[config.mk]
export PLATFORM = sky130hd
export DESIGN_NAME = wb_issuer_flat
export DESIGN_NICKNAME = d
export VERILOG_FILES = /design/src/rtl/wb_issuer_if.sv /design/src/rtl/wb_issuer.sv /design/src/flat_wrapper.sv
export SDC_FILE = /design/constraint.sdc
export NUM_CORES = 2
export LEC_CHECK = 0
export CORE_AREA = 2 2 435 437
export CTS_BUF_LIST = sky130_fd_sc_hd__clkbuf_8
export CTS_CLUSTER_DIAMETER = 200
export DETAILED_ROUTE_END_ITERATION = 7
export DIE_AREA = 0 0 437 439
export HOLD_SLACK_MARGIN = 0.15
export PLACE_DENSITY = 0.64
export SLEW_MARGIN = 20
export SYNTH_ARGS = -nofsm -noshare
export SYNTH_HDL_FRONTEND = slang
export SYNTH_SLANG_ARGS = --single-unit
export TNS_END_PERCENT = 20
[constraint.sdc]
create_clock -name clk -period 13.27 [get_ports clk]
set_input_delay 2.654 -clock clk [delete_from_list [all_inputs] [get_ports clk]]
set_output_delay 2.654 -clock clk [all_outputs]
set_load 0.05 [all_outputs]
[src/rtl/wb_issuer_if.sv]
// Result/writeback bundle bus between execute, the writeback issuer and the regfile.
// Latency: none, wires only.
// Backpressure: res_ready from the issuer back to execute; wb_hold from the regfile back to the issuer.
// Ports: res_* is the execute-side bundle with valid/ready; wb_* is the registered
//        regfile-side bundle; wb_hold is the consumer stall. Lane N maps to suffix N.
//        modport slave = the issuer; modport master = the producer/consumer side.
interface wb_issuer_if #(
    parameter int PTC_W = 7
);
    logic             res_valid;
    logic             res_ready;
    logic [63:0]      res_data1, res_data2, res_data3, res_data4;
    logic [15:0]      res_segdata1, res_segdata2, res_segdata3, res_segdata4;
    logic [2:0]       res_addr1, res_addr2, res_addr3, res_addr4;
    logic [2:0]       res_segaddr1, res_segaddr2, res_segaddr3, res_segaddr4;
    logic [3:0]       res_regld;
    logic [3:0]       res_segld;
    logic [1:0]       res_opsize;
    logic [PTC_W-1:0] res_ptcid;

    logic             wb_hold;
    logic [63:0]      wb_data1, wb_data2, wb_data3, wb_data4;
    logic [15:0]      wb_segdata1, wb_segdata2, wb_segdata3, wb_segdata4;
    logic [2:0]       wb_addr1, wb_addr2, wb_addr3, wb_addr4;
    logic [2:0]       wb_segaddr1, wb_segaddr2, wb_segaddr3, wb_segaddr4;
    logic [1:0]       wb_opsize;
    logic [3:0]       wb_regld;
    logic [3:0]       wb_segld;
    logic [PTC_W-1:0] wb_inst_ptcid;

    modport slave (
        input  res_valid,
        input  res_data1, res_data2, res_data3, res_data4,
        input  res_segdata1, res_segdata2, res_segdata3, res_segdata4,
        input  res_addr1, res_addr2, res_addr3, res_addr4,
        input  res_segaddr1, res_segaddr2, res_segaddr3, res_segaddr4,
        input  res_regld, res_segld, res_opsize, res_ptcid,
        input  wb_hold,
        output res_ready,
        output wb_data1, wb_data2, wb_data3, wb_data4,
        output wb_segdata1, wb_segdata2, wb_segdata3, wb_segdata4,
        output wb_addr1, wb_addr2, wb_addr3, wb_addr4,
        output wb_segaddr1, wb_segaddr2, wb_segaddr3, wb_segaddr4,
        output wb_opsize, wb_regld, wb_segld, wb_inst_ptcid
    );

    modport master (
        output res_valid,
        output res_data1, res_data2, res_data3, res_data4,
        output res_segdata1, res_segdata2, res_segdata3, res_segdata4,
        output res_addr1, res_addr2, res_addr3, res_addr4,
        output res_segaddr1, res_segaddr2, res_segaddr3, res_segaddr4,
        output res_regld, res_segld, res_opsize, res_ptcid,
        output wb_hold,
        input  res_ready,
        input  wb_data1, wb_data2, wb_data3, wb_data4,
        input  wb_segdata1, wb_segdata2, wb_segdata3, wb_segdata4,
        input  wb_addr1, wb_addr2, wb_addr3, wb_addr4,
        input  wb_segaddr1, wb_segaddr2, wb_segaddr3, wb_segaddr4,
        input  wb_opsize, wb_regld, wb_segld, wb_inst_ptcid
    );
endinterface

[src/rtl/wb_issuer.sv]
// Writeback issuer: buffers retired result bundles and drives one collision-free regfile write bundle per cycle.
// Latency: 2 edges from acceptance to wb_* (1 edge when WB_BYPASS_EN is defined and the FIFO is empty).
// Backpressure: res_ready drops when the DEPTH-entry FIFO is full; wb_hold freezes the output register and stalls pops.
// Ports: clk, clr (synchronous active-high reset), flush (drop buffered bundles),
//        bus (wb_issuer_if.slave: res_* in with valid/ready, wb_* out, wb_hold in),
//        occupancy (entries currently in the FIFO).
// Build option: define WB_BYPASS_EN to let a bundle skip the empty FIFO straight into the output register.

// Generic single-clock FIFO. Flush and clr both empty it; a push in that cycle is dropped.
// Latency: head visible the edge after the first push.
// Backpressure: push_rdy low when full; pop only when pop_rdy and pop_vld.
module wb_issuer_fifo #(
    parameter int W     = 8,
    parameter int DEPTH = 4
) (
    input  logic                     clk,
    input  logic                     clr,
    input  logic                     flush,
    input  logic                     push_vld,
    input  logic [W-1:0]             push_dat,
    output logic                     push_rdy,
    input  logic                     pop_rdy,
    output logic                     pop_vld,
    output logic [W-1:0]             pop_dat,
    output logic [$clog2(DEPTH):0]   count
);
    localparam int AW = $clog2(DEPTH);
    localparam logic [AW:0]   FULL    = DEPTH[AW:0];
    localparam logic [AW:0]   CNT_ONE = 1;
    localparam logic [AW-1:0] PTR_ONE = 1;

    logic [W-1:0]  mem [DEPTH];
    logic [AW-1:0] wr_ptr;
    logic [AW-1:0] rd_ptr;
    logic          do_push;
    logic          do_pop;

    assign push_rdy = (count != FULL);
    assign pop_vld  = (count != '0);
    assign pop_dat  = mem[rd_ptr];
    assign do_push  = push_vld && push_rdy;
    assign do_pop   = pop_rdy && pop_vld;

    always_ff @(posedge clk) begin
        if (clr || flush) begin
            wr_ptr <= '0;
            rd_ptr <= '0;
            count  <= '0;
        end else begin
            if (do_push) wr_ptr <= wr_ptr + PTR_ONE;
            if (do_pop)  rd_ptr <= rd_ptr + PTR_ONE;
            if (do_push && !do_pop)      count <= count + CNT_ONE;
            else if (!do_push && do_pop) count <= count - CNT_ONE;
        end
    end

    // Storage carries no reset; the pointers decide what is valid.
    always_ff @(posedge clk) begin
        if (do_push && !clr && !flush) mem[wr_ptr] <= push_dat;
    end
endmodule

module wb_issuer #(
    parameter int DEPTH = 4,
    parameter int PTC_W = 7
) (
    input  logic                   clk,
    input  logic                   clr,
    input  logic                   flush,
    wb_issuer_if.slave             bus,
    output logic [$clog2(DEPTH):0] occupancy
);
    // Index 0 is lane 1.
    typedef struct packed {
        logic [3:0][63:0] data;
        logic [3:0][15:0] segdata;
        logic [3:0][2:0]  addr;
        logic [3:0][2:0]  segaddr;
        logic [3:0]       regld;
        logic [3:0]       segld;
        logic [1:0]       opsize;
        logic [PTC_W-1:0] ptcid;
    } bundle_t;

    localparam int BW = $bits(bundle_t);

    // A lower lane loses to any higher enabled lane writing the same register.
    function automatic logic [3:0] resolve_en(input logic [3:0] en, input logic [3:0][2:0] addr);
        logic [3:0] r;
        r = en;
        for (int i = 0; i < 3; i++) begin
            for (int j = i + 1; j < 4; j++) begin
                if (en[i] && en[j] && (addr[i] == addr[j])) r[i] = 1'b0;
            end
        end
        return r;
    endfunction

    function automatic bundle_t resolve(input bundle_t b);
        bundle_t r;
        r       = b;
        r.regld = resolve_en(b.regld, b.addr);
        r.segld = resolve_en(b.segld, b.segaddr);
        return r;
    endfunction

    bundle_t in_b;
    bundle_t head_b;
    bundle_t out_q;
    logic    fifo_push_vld;
    logic    fifo_push_rdy;
    logic    fifo_pop_vld;
    logic    bypass;

    always_comb begin
        in_b         = '0;
        in_b.data    = {bus.res_data4, bus.res_data3, bus.res_data2, bus.res_data1};
        in_b.segdata = {bus.res_segdata4, bus.res_segdata3, bus.res_segdata2, bus.res_segdata1};
        in_b.addr    = {bus.res_addr4, bus.res_addr3, bus.res_addr2, bus.res_addr1};
        in_b.segaddr = {bus.res_segaddr4, bus.res_segaddr3, bus.res_segaddr2, bus.res_segaddr1};
        in_b.regld   = bus.res_regld;
        in_b.segld   = bus.res_segld;
        in_b.opsize  = bus.res_opsize;
        in_b.ptcid   = bus.res_ptcid;
    end

`ifdef WB_BYPASS_EN
    // Empty FIFO and a free output register: the bundle goes straight to wb_*.
    assign bypass = bus.res_valid && !fifo_pop_vld && !bus.wb_hold;
`else
    assign bypass = 1'b0;
`endif

    // A bundle taken by the bypass path must not also land in the FIFO.
    assign fifo_push_vld = bus.res_valid && !bypass;

    wb_issuer_fifo #(
        .W     (BW),
        .DEPTH (DEPTH)
    ) u_fifo (
        .clk      (clk),
        .clr      (clr),
        .flush    (flush),
        .push_vld (fifo_push_vld),
        .push_dat (in_b),
        .push_rdy (fifo_push_rdy),
        .pop_rdy  (!bus.wb_hold),
        .pop_vld  (fifo_pop_vld),
        .pop_dat  (head_b),
        .count    (occupancy)
    );

    assign bus.res_ready = fifo_push_rdy;

    // Output register. Idle cycles clear only the enables so the regfile sees no
    // write; data/address keep their last values.
    always_ff @(posedge clk) begin
        if (clr) begin
            out_q <= '0;
        end else if (flush) begin
            out_q.regld <= '0;
            out_q.segld <= '0;
        end else if (!bus.wb_hold) begin
            if (fifo_pop_vld) begin
                out_q <= resolve(head_b);
            end else if (bypass) begin
                out_q <= resolve(in_b);
            end else begin
                out_q.regld <= '0;
                out_q.segld <= '0;
            end
        end
    end

    assign bus.wb_data1      = out_q.data[0];
    assign bus.wb_data2      = out_q.data[1];
    assign bus.wb_data3      = out_q.data[2];
    assign bus.wb_data4      = out_q.data[3];
    assign bus.wb_segdata1   = out_q.segdata[0];
    assign bus.wb_segdata2   = out_q.segdata[1];
    assign bus.wb_segdata3   = out_q.segdata[2];
    assign bus.wb_segdata4   = out_q.segdata[3];
    assign bus.wb_addr1      = out_q.addr[0];
    assign bus.wb_addr2      = out_q.addr[1];
    assign bus.wb_addr3      = out_q.addr[2];
    assign bus.wb_addr4      = out_q.addr[3];
    assign bus.wb_segaddr1   = out_q.segaddr[0];
    assign bus.wb_segaddr2   = out_q.segaddr[1];
    assign bus.wb_segaddr3   = out_q.segaddr[2];
    assign bus.wb_segaddr4   = out_q.segaddr[3];
    assign bus.wb_regld      = out_q.regld;
    assign bus.wb_segld      = out_q.segld;
    assign bus.wb_opsize     = out_q.opsize;
    assign bus.wb_inst_ptcid = out_q.ptcid;
endmodule

[src/flat_wrapper.sv]
// flat-port wrapper written by rule: the top's interface ports become plain ports
module wb_issuer_flat 
#(
    parameter int DEPTH = 4,
    parameter int PTC_W = 7
)
  (clk, clr, flush, occupancy, bus_res_valid, bus_res_data1, bus_res_data2, bus_res_data3, bus_res_data4, bus_res_segdata1, bus_res_segdata2, bus_res_segdata3, bus_res_segdata4, bus_res_addr1, bus_res_addr2, bus_res_addr3, bus_res_addr4, bus_res_segaddr1, bus_res_segaddr2, bus_res_segaddr3, bus_res_segaddr4, bus_res_regld, bus_res_segld, bus_res_opsize, bus_res_ptcid, bus_wb_hold, bus_res_ready, bus_wb_data1, bus_wb_data2, bus_wb_data3, bus_wb_data4, bus_wb_segdata1, bus_wb_segdata2, bus_wb_segdata3, bus_wb_segdata4, bus_wb_addr1, bus_wb_addr2, bus_wb_addr3, bus_wb_addr4, bus_wb_segaddr1, bus_wb_segaddr2, bus_wb_segaddr3, bus_wb_segaddr4, bus_wb_opsize, bus_wb_regld, bus_wb_segld, bus_wb_inst_ptcid);
  wb_issuer_if #(.PTC_W(PTC_W)) bus_i ();
  input  logic clk;
  input  logic clr;
  input  logic flush;
  output logic [$clog2(DEPTH):0] occupancy;
  input wire logic [$bits(bus_i.res_valid)-1:0] bus_res_valid;
  input wire logic [$bits(bus_i.res_data1)-1:0] bus_res_data1;
  input wire logic [$bits(bus_i.res_data2)-1:0] bus_res_data2;
  input wire logic [$bits(bus_i.res_data3)-1:0] bus_res_data3;
  input wire logic [$bits(bus_i.res_data4)-1:0] bus_res_data4;
  input wire logic [$bits(bus_i.res_segdata1)-1:0] bus_res_segdata1;
  input wire logic [$bits(bus_i.res_segdata2)-1:0] bus_res_segdata2;
  input wire logic [$bits(bus_i.res_segdata3)-1:0] bus_res_segdata3;
  input wire logic [$bits(bus_i.res_segdata4)-1:0] bus_res_segdata4;
  input wire logic [$bits(bus_i.res_addr1)-1:0] bus_res_addr1;
  input wire logic [$bits(bus_i.res_addr2)-1:0] bus_res_addr2;
  input wire logic [$bits(bus_i.res_addr3)-1:0] bus_res_addr3;
  input wire logic [$bits(bus_i.res_addr4)-1:0] bus_res_addr4;
  input wire logic [$bits(bus_i.res_segaddr1)-1:0] bus_res_segaddr1;
  input wire logic [$bits(bus_i.res_segaddr2)-1:0] bus_res_segaddr2;
  input wire logic [$bits(bus_i.res_segaddr3)-1:0] bus_res_segaddr3;
  input wire logic [$bits(bus_i.res_segaddr4)-1:0] bus_res_segaddr4;
  input wire logic [$bits(bus_i.res_regld)-1:0] bus_res_regld;
  input wire logic [$bits(bus_i.res_segld)-1:0] bus_res_segld;
  input wire logic [$bits(bus_i.res_opsize)-1:0] bus_res_opsize;
  input wire logic [$bits(bus_i.res_ptcid)-1:0] bus_res_ptcid;
  input wire logic [$bits(bus_i.wb_hold)-1:0] bus_wb_hold;
  output wire logic [$bits(bus_i.res_ready)-1:0] bus_res_ready;
  output wire logic [$bits(bus_i.wb_data1)-1:0] bus_wb_data1;
  output wire logic [$bits(bus_i.wb_data2)-1:0] bus_wb_data2;
  output wire logic [$bits(bus_i.wb_data3)-1:0] bus_wb_data3;
  output wire logic [$bits(bus_i.wb_data4)-1:0] bus_wb_data4;
  output wire logic [$bits(bus_i.wb_segdata1)-1:0] bus_wb_segdata1;
  output wire logic [$bits(bus_i.wb_segdata2)-1:0] bus_wb_segdata2;
  output wire logic [$bits(bus_i.wb_segdata3)-1:0] bus_wb_segdata3;
  output wire logic [$bits(bus_i.wb_segdata4)-1:0] bus_wb_segdata4;
  output wire logic [$bits(bus_i.wb_addr1)-1:0] bus_wb_addr1;
  output wire logic [$bits(bus_i.wb_addr2)-1:0] bus_wb_addr2;
  output wire logic [$bits(bus_i.wb_addr3)-1:0] bus_wb_addr3;
  output wire logic [$bits(bus_i.wb_addr4)-1:0] bus_wb_addr4;
  output wire logic [$bits(bus_i.wb_segaddr1)-1:0] bus_wb_segaddr1;
  output wire logic [$bits(bus_i.wb_segaddr2)-1:0] bus_wb_segaddr2;
  output wire logic [$bits(bus_i.wb_segaddr3)-1:0] bus_wb_segaddr3;
  output wire logic [$bits(bus_i.wb_segaddr4)-1:0] bus_wb_segaddr4;
  output wire logic [$bits(bus_i.wb_opsize)-1:0] bus_wb_opsize;
  output wire logic [$bits(bus_i.wb_regld)-1:0] bus_wb_regld;
  output wire logic [$bits(bus_i.wb_segld)-1:0] bus_wb_segld;
  output wire logic [$bits(bus_i.wb_inst_ptcid)-1:0] bus_wb_inst_ptcid;
  assign bus_i.res_valid = bus_res_valid;
  assign bus_i.res_data1 = bus_res_data1;
  assign bus_i.res_data2 = bus_res_data2;
  assign bus_i.res_data3 = bus_res_data3;
  assign bus_i.res_data4 = bus_res_data4;
  assign bus_i.res_segdata1 = bus_res_segdata1;
  assign bus_i.res_segdata2 = bus_res_segdata2;
  assign bus_i.res_segdata3 = bus_res_segdata3;
  assign bus_i.res_segdata4 = bus_res_segdata4;
  assign bus_i.res_addr1 = bus_res_addr1;
  assign bus_i.res_addr2 = bus_res_addr2;
  assign bus_i.res_addr3 = bus_res_addr3;
  assign bus_i.res_addr4 = bus_res_addr4;
  assign bus_i.res_segaddr1 = bus_res_segaddr1;
  assign bus_i.res_segaddr2 = bus_res_segaddr2;
  assign bus_i.res_segaddr3 = bus_res_segaddr3;
  assign bus_i.res_segaddr4 = bus_res_segaddr4;
  assign bus_i.res_regld = bus_res_regld;
  assign bus_i.res_segld = bus_res_segld;
  assign bus_i.res_opsize = bus_res_opsize;
  assign bus_i.res_ptcid = bus_res_ptcid;
  assign bus_i.wb_hold = bus_wb_hold;
  assign bus_res_ready = bus_i.res_ready;
  assign bus_wb_data1 = bus_i.wb_data1;
  assign bus_wb_data2 = bus_i.wb_data2;
  assign bus_wb_data3 = bus_i.wb_data3;
  assign bus_wb_data4 = bus_i.wb_data4;
  assign bus_wb_segdata1 = bus_i.wb_segdata1;
  assign bus_wb_segdata2 = bus_i.wb_segdata2;
  assign bus_wb_segdata3 = bus_i.wb_segdata3;
  assign bus_wb_segdata4 = bus_i.wb_segdata4;
  assign bus_wb_addr1 = bus_i.wb_addr1;
  assign bus_wb_addr2 = bus_i.wb_addr2;
  assign bus_wb_addr3 = bus_i.wb_addr3;
  assign bus_wb_addr4 = bus_i.wb_addr4;
  assign bus_wb_segaddr1 = bus_i.wb_segaddr1;
  assign bus_wb_segaddr2 = bus_i.wb_segaddr2;
  assign bus_wb_segaddr3 = bus_i.wb_segaddr3;
  assign bus_wb_segaddr4 = bus_i.wb_segaddr4;
  assign bus_wb_opsize = bus_i.wb_opsize;
  assign bus_wb_regld = bus_i.wb_regld;
  assign bus_wb_segld = bus_i.wb_segld;
  assign bus_wb_inst_ptcid = bus_i.wb_inst_ptcid;
  wb_issuer #(.DEPTH(DEPTH), .PTC_W(PTC_W)) u_core (.clk(clk), .clr(clr), .flush(flush), .bus(bus_i), .occupancy(occupancy));
endmodule
==> out/metrics.yaml <==
cts:
  post_cts_resized: 0
  htreeDepth: 5
  clock_path_buffers: 4
  ctsRootBufferMaster: "clkbuf_8"
  cts_tree: "yes"
  clk_pin_slew_ps: 60
  cts_hold_buf: 0
  clk_latency_ps: 1030
  cts_buffers: 315
  cts_setup_buffers: 0
  cts_num_sinks: 1814
power:
  switching_share: 0.2307
  power.leakage_nw: 25.40
  power_switching_mw: 2.736
  irDropWorstVdd_mv: 0.1066
  power.density_nw_per_um2: 146.5
  clkPwrFrac: 0.398
  seq_power_share: 0.531
  combPwrFrac: 0.071
  p_int_mw: 9.125
run_status:
  status: "finished clean"
yosys:
  synth.top_cells.by_count: "edfxtp_1, nand2_1, dfxtp_1, a21oi_1, mux4_2"
  ys_types: 35
  synth_area_leaders: "edfxtp_1, mux4_2, dfxtp_1"
  async_flop_share: 0
  syn_avg_cell_area_sq_um: 18.44
  synth_top_flop_cell: "edfxtp_1"
  synthesis.area_sq_um: 65300
  yosys_warnings: 0
  synth_most_common_cell: "edfxtp_1"
  synth_edf_count: 1444
  syn-num-nets: 3913
  synth-seq-cells: 1814
  synthCells: 3541
  synth_top_area_cell: "edfxtp_1"
  seq_area_frac_synth: 0.7775
  yosysTopAreaCellShare: 0.6641
hold_path:
  hp-start: "u_core.bus.wb_data4[19]"
  hold_path.class: "flop to flop"
  worstHoldEndpoint: "u_core.bus.wb_data4[19]"
  hold_depth: 2
detailed_routing:
  routed_via_density: 4.850
  routed_wl_um: 160900
  drc: 0
  postRouteAntennaNets: 0
  dr_total_vias: 34850
  dr.pass1.iters: 5
  post_drt_wl_per_cell_um: 22.39
  drtIter0Drc: 2041
floorplan:
  ios: 731
  start_util: 0.3492
  fp.dieArea_sq_um: 191800
  core_sq_um: 187000
  die_h_um: 439
  die_w_um: 437
  placementRows: 159
critical_path:
  startpoint_type: "input pin"
  cp_slowest_cell: "buf_4"
  end_kind: "flop"
  worstPathCellList: "clkdlybuf4s50_1 > nor2_1 > inv_1 > nor2_4 > buf_4 > buf_4 > nand2_1 > a21oi_1"
  path_delay_family: "buffers and inverters"
  required_ps: 14140
  crit_type: "input pin to flop"
  cp_max_fo: 71
  slowest_delay_ps: 780
  rr_worst_depth: 6
  crit_arrival_ps: 6580
  cpMostUsedCell: "buf_4"
  reg2reg_to: "u_core.bus.wb_data3[36]"
  worst-path-buf-inv: 4
  worst-r2r-setup-slack_ps: 8690
  crit_path_start: "bus_wb_hold"
placed_design:
  globalplace.congestion: 0.7837
  dp_hpwl_um: 98620
  io_buffers: 730
  dpl.cell_count: 6613
timing:
  fin_skew_ps: 89.12
  rsz0062_at_grt: "no"
  fin_crit_sh: 0.4303
  slew_violations: 0
  max_freq_mhz: 175.1
  worst_pin_slew_ps: 1073
  fin_crit_ps: 5710
  timing.slew.headroom: 0.2846
  tns_ps: 0
  finalHoldViolCount: 0
  setup_viol: 0
global_route:
  first_global_vias: 35900
  grt_pass1_wl_um: 234800
  antenna_found_initial: 48
  grt_max_degree: 146
  overflow: 0
  gr-usage-all-layers: 0.1639
layout:
  fillers: 16530
  final_layout_size_suffix_gt1_frac: 0.1671
  synthToLayoutAreaGrowth_pct: 24.00
  nets: 4807
  fin_cells: 7187
run:
  maxCapViolations: 0
==> cells in the final DEF (no fill, tap or decap), drive strengths merged, types with 36 or more instances in the layout <==
cell and instances:
buf 48, xnor2 36, dfxtp 370, clkbuf 344, inv 135, a21oi 354
nand2 708, mux4 361, clkinv 58, edfxtp 1444, clkdlybuf4s50 729
==> metal layers <==
metal,track usage,vias to the layer above,share of wire
li1,-,15520,-
met1,0.1967,17780,0.39
met2,0.2735,1186,0.51
met3,0.05095,332,0.076
met4,0.06808,38,0.030
met5,0,-,0.0015
==> registers in the layout, indices dropped and copies added (netlist names), 64 cells and up, named ones only <==
register	flops
u_core.bus.wb_data1	64
u_core.bus.wb_data2	64
u_core.bus.wb_data3	64
u_core.bus.wb_data4	64
u_core.u_fifo.mem	1444
==> cells by family (layout without fill, tap and decap cells) <==
group	count (synthesis)	in the layout	synth area share
xor+xnor	41	41	0.005499
compound gates	367	367	0.02878
mux	363	363	0.1262
buf+inv	204	1332	0.01711
flops	1814	1814	0.7775
other cells	0	23	0
simple gates	746	746	0.04363
fa+ha+maj	6	6	0.001265
==> power groups by stage <==
stage | clock (mW) | combinational (mW) | sequential (mW)
after global routing | 5.11 | 0.901 | 6.31
after CTS | 4.87 | 0.857 | 6.30
final | 4.71 | 0.844 | 6.30
after global placement | 0 | 0.845 | 6.42
after floorplan | 0 | 0.321 | 6.60
after detailed placement | 0 | 0.855 | 6.42
==> worst min-delay path, cell delays in order, from the launching register on <==
cell and delay (ps):
dfxtp_1 310, nand2_1 50, a21oi_1 50
==> how the worst max path moves through the flow <==
stage	end	slack, ps	cells past startpoint
after floorplan	u_core.u_fifo.mem[0][0]	1190	3
after global placement	u_core.u_fifo.mem[3][359]	6670	5
after detailed placement	u_core.u_fifo.mem[3][359]	6630	5
after CTS	u_core.bus.wb_data1[60]	7720	8
after global routing	u_core.bus.wb_data1[60]	7320	8
final	u_core.bus.wb_data1[60]	7560	8
==> stage by stage <==
stage / power (mW) / instance area [sq um] / setup slack [ps] / hold WS [ps] / util
3_5_place_dp: 7.276 / 75100 / 6629 / 445.3 / 0.4016
3_3_place_gp: 7.261 / 75100 / 6675 / 440.9 / 0.4016
2_1_floorplan: 6.921 / 65300 / 1195 / 484.7 / -
4_1_cts: 12.03 / 80910 / 7723 / 453.7 / 0.4327
5_1_grt: 12.32 / 80970 / 7316 / 468.8 / 0.4330
6_report: 11.86 / 80970 / 7560 / 452.3 / 0.4330
==> final cells by class <==
class / instances / area, sq um / area share
Antenna cell: 23 / 57.56 / 0.0007108
Clock buffer: 344 / 4735 / 0.05847
Clock inverter: 207 / 1081 / 0.01335
Inverter: 4 / 15.01 / 0.0001854
Multi-Input combinational cell: 1523 / 13440 / 0.1660
Sequential cell: 1814 / 50780 / 0.6271
Tap cell: 2495 / 3122 / 0.03855
Timing Repair Buffer: 777 / 7740 / 0.09559
(Power assumes the default switching activity.)
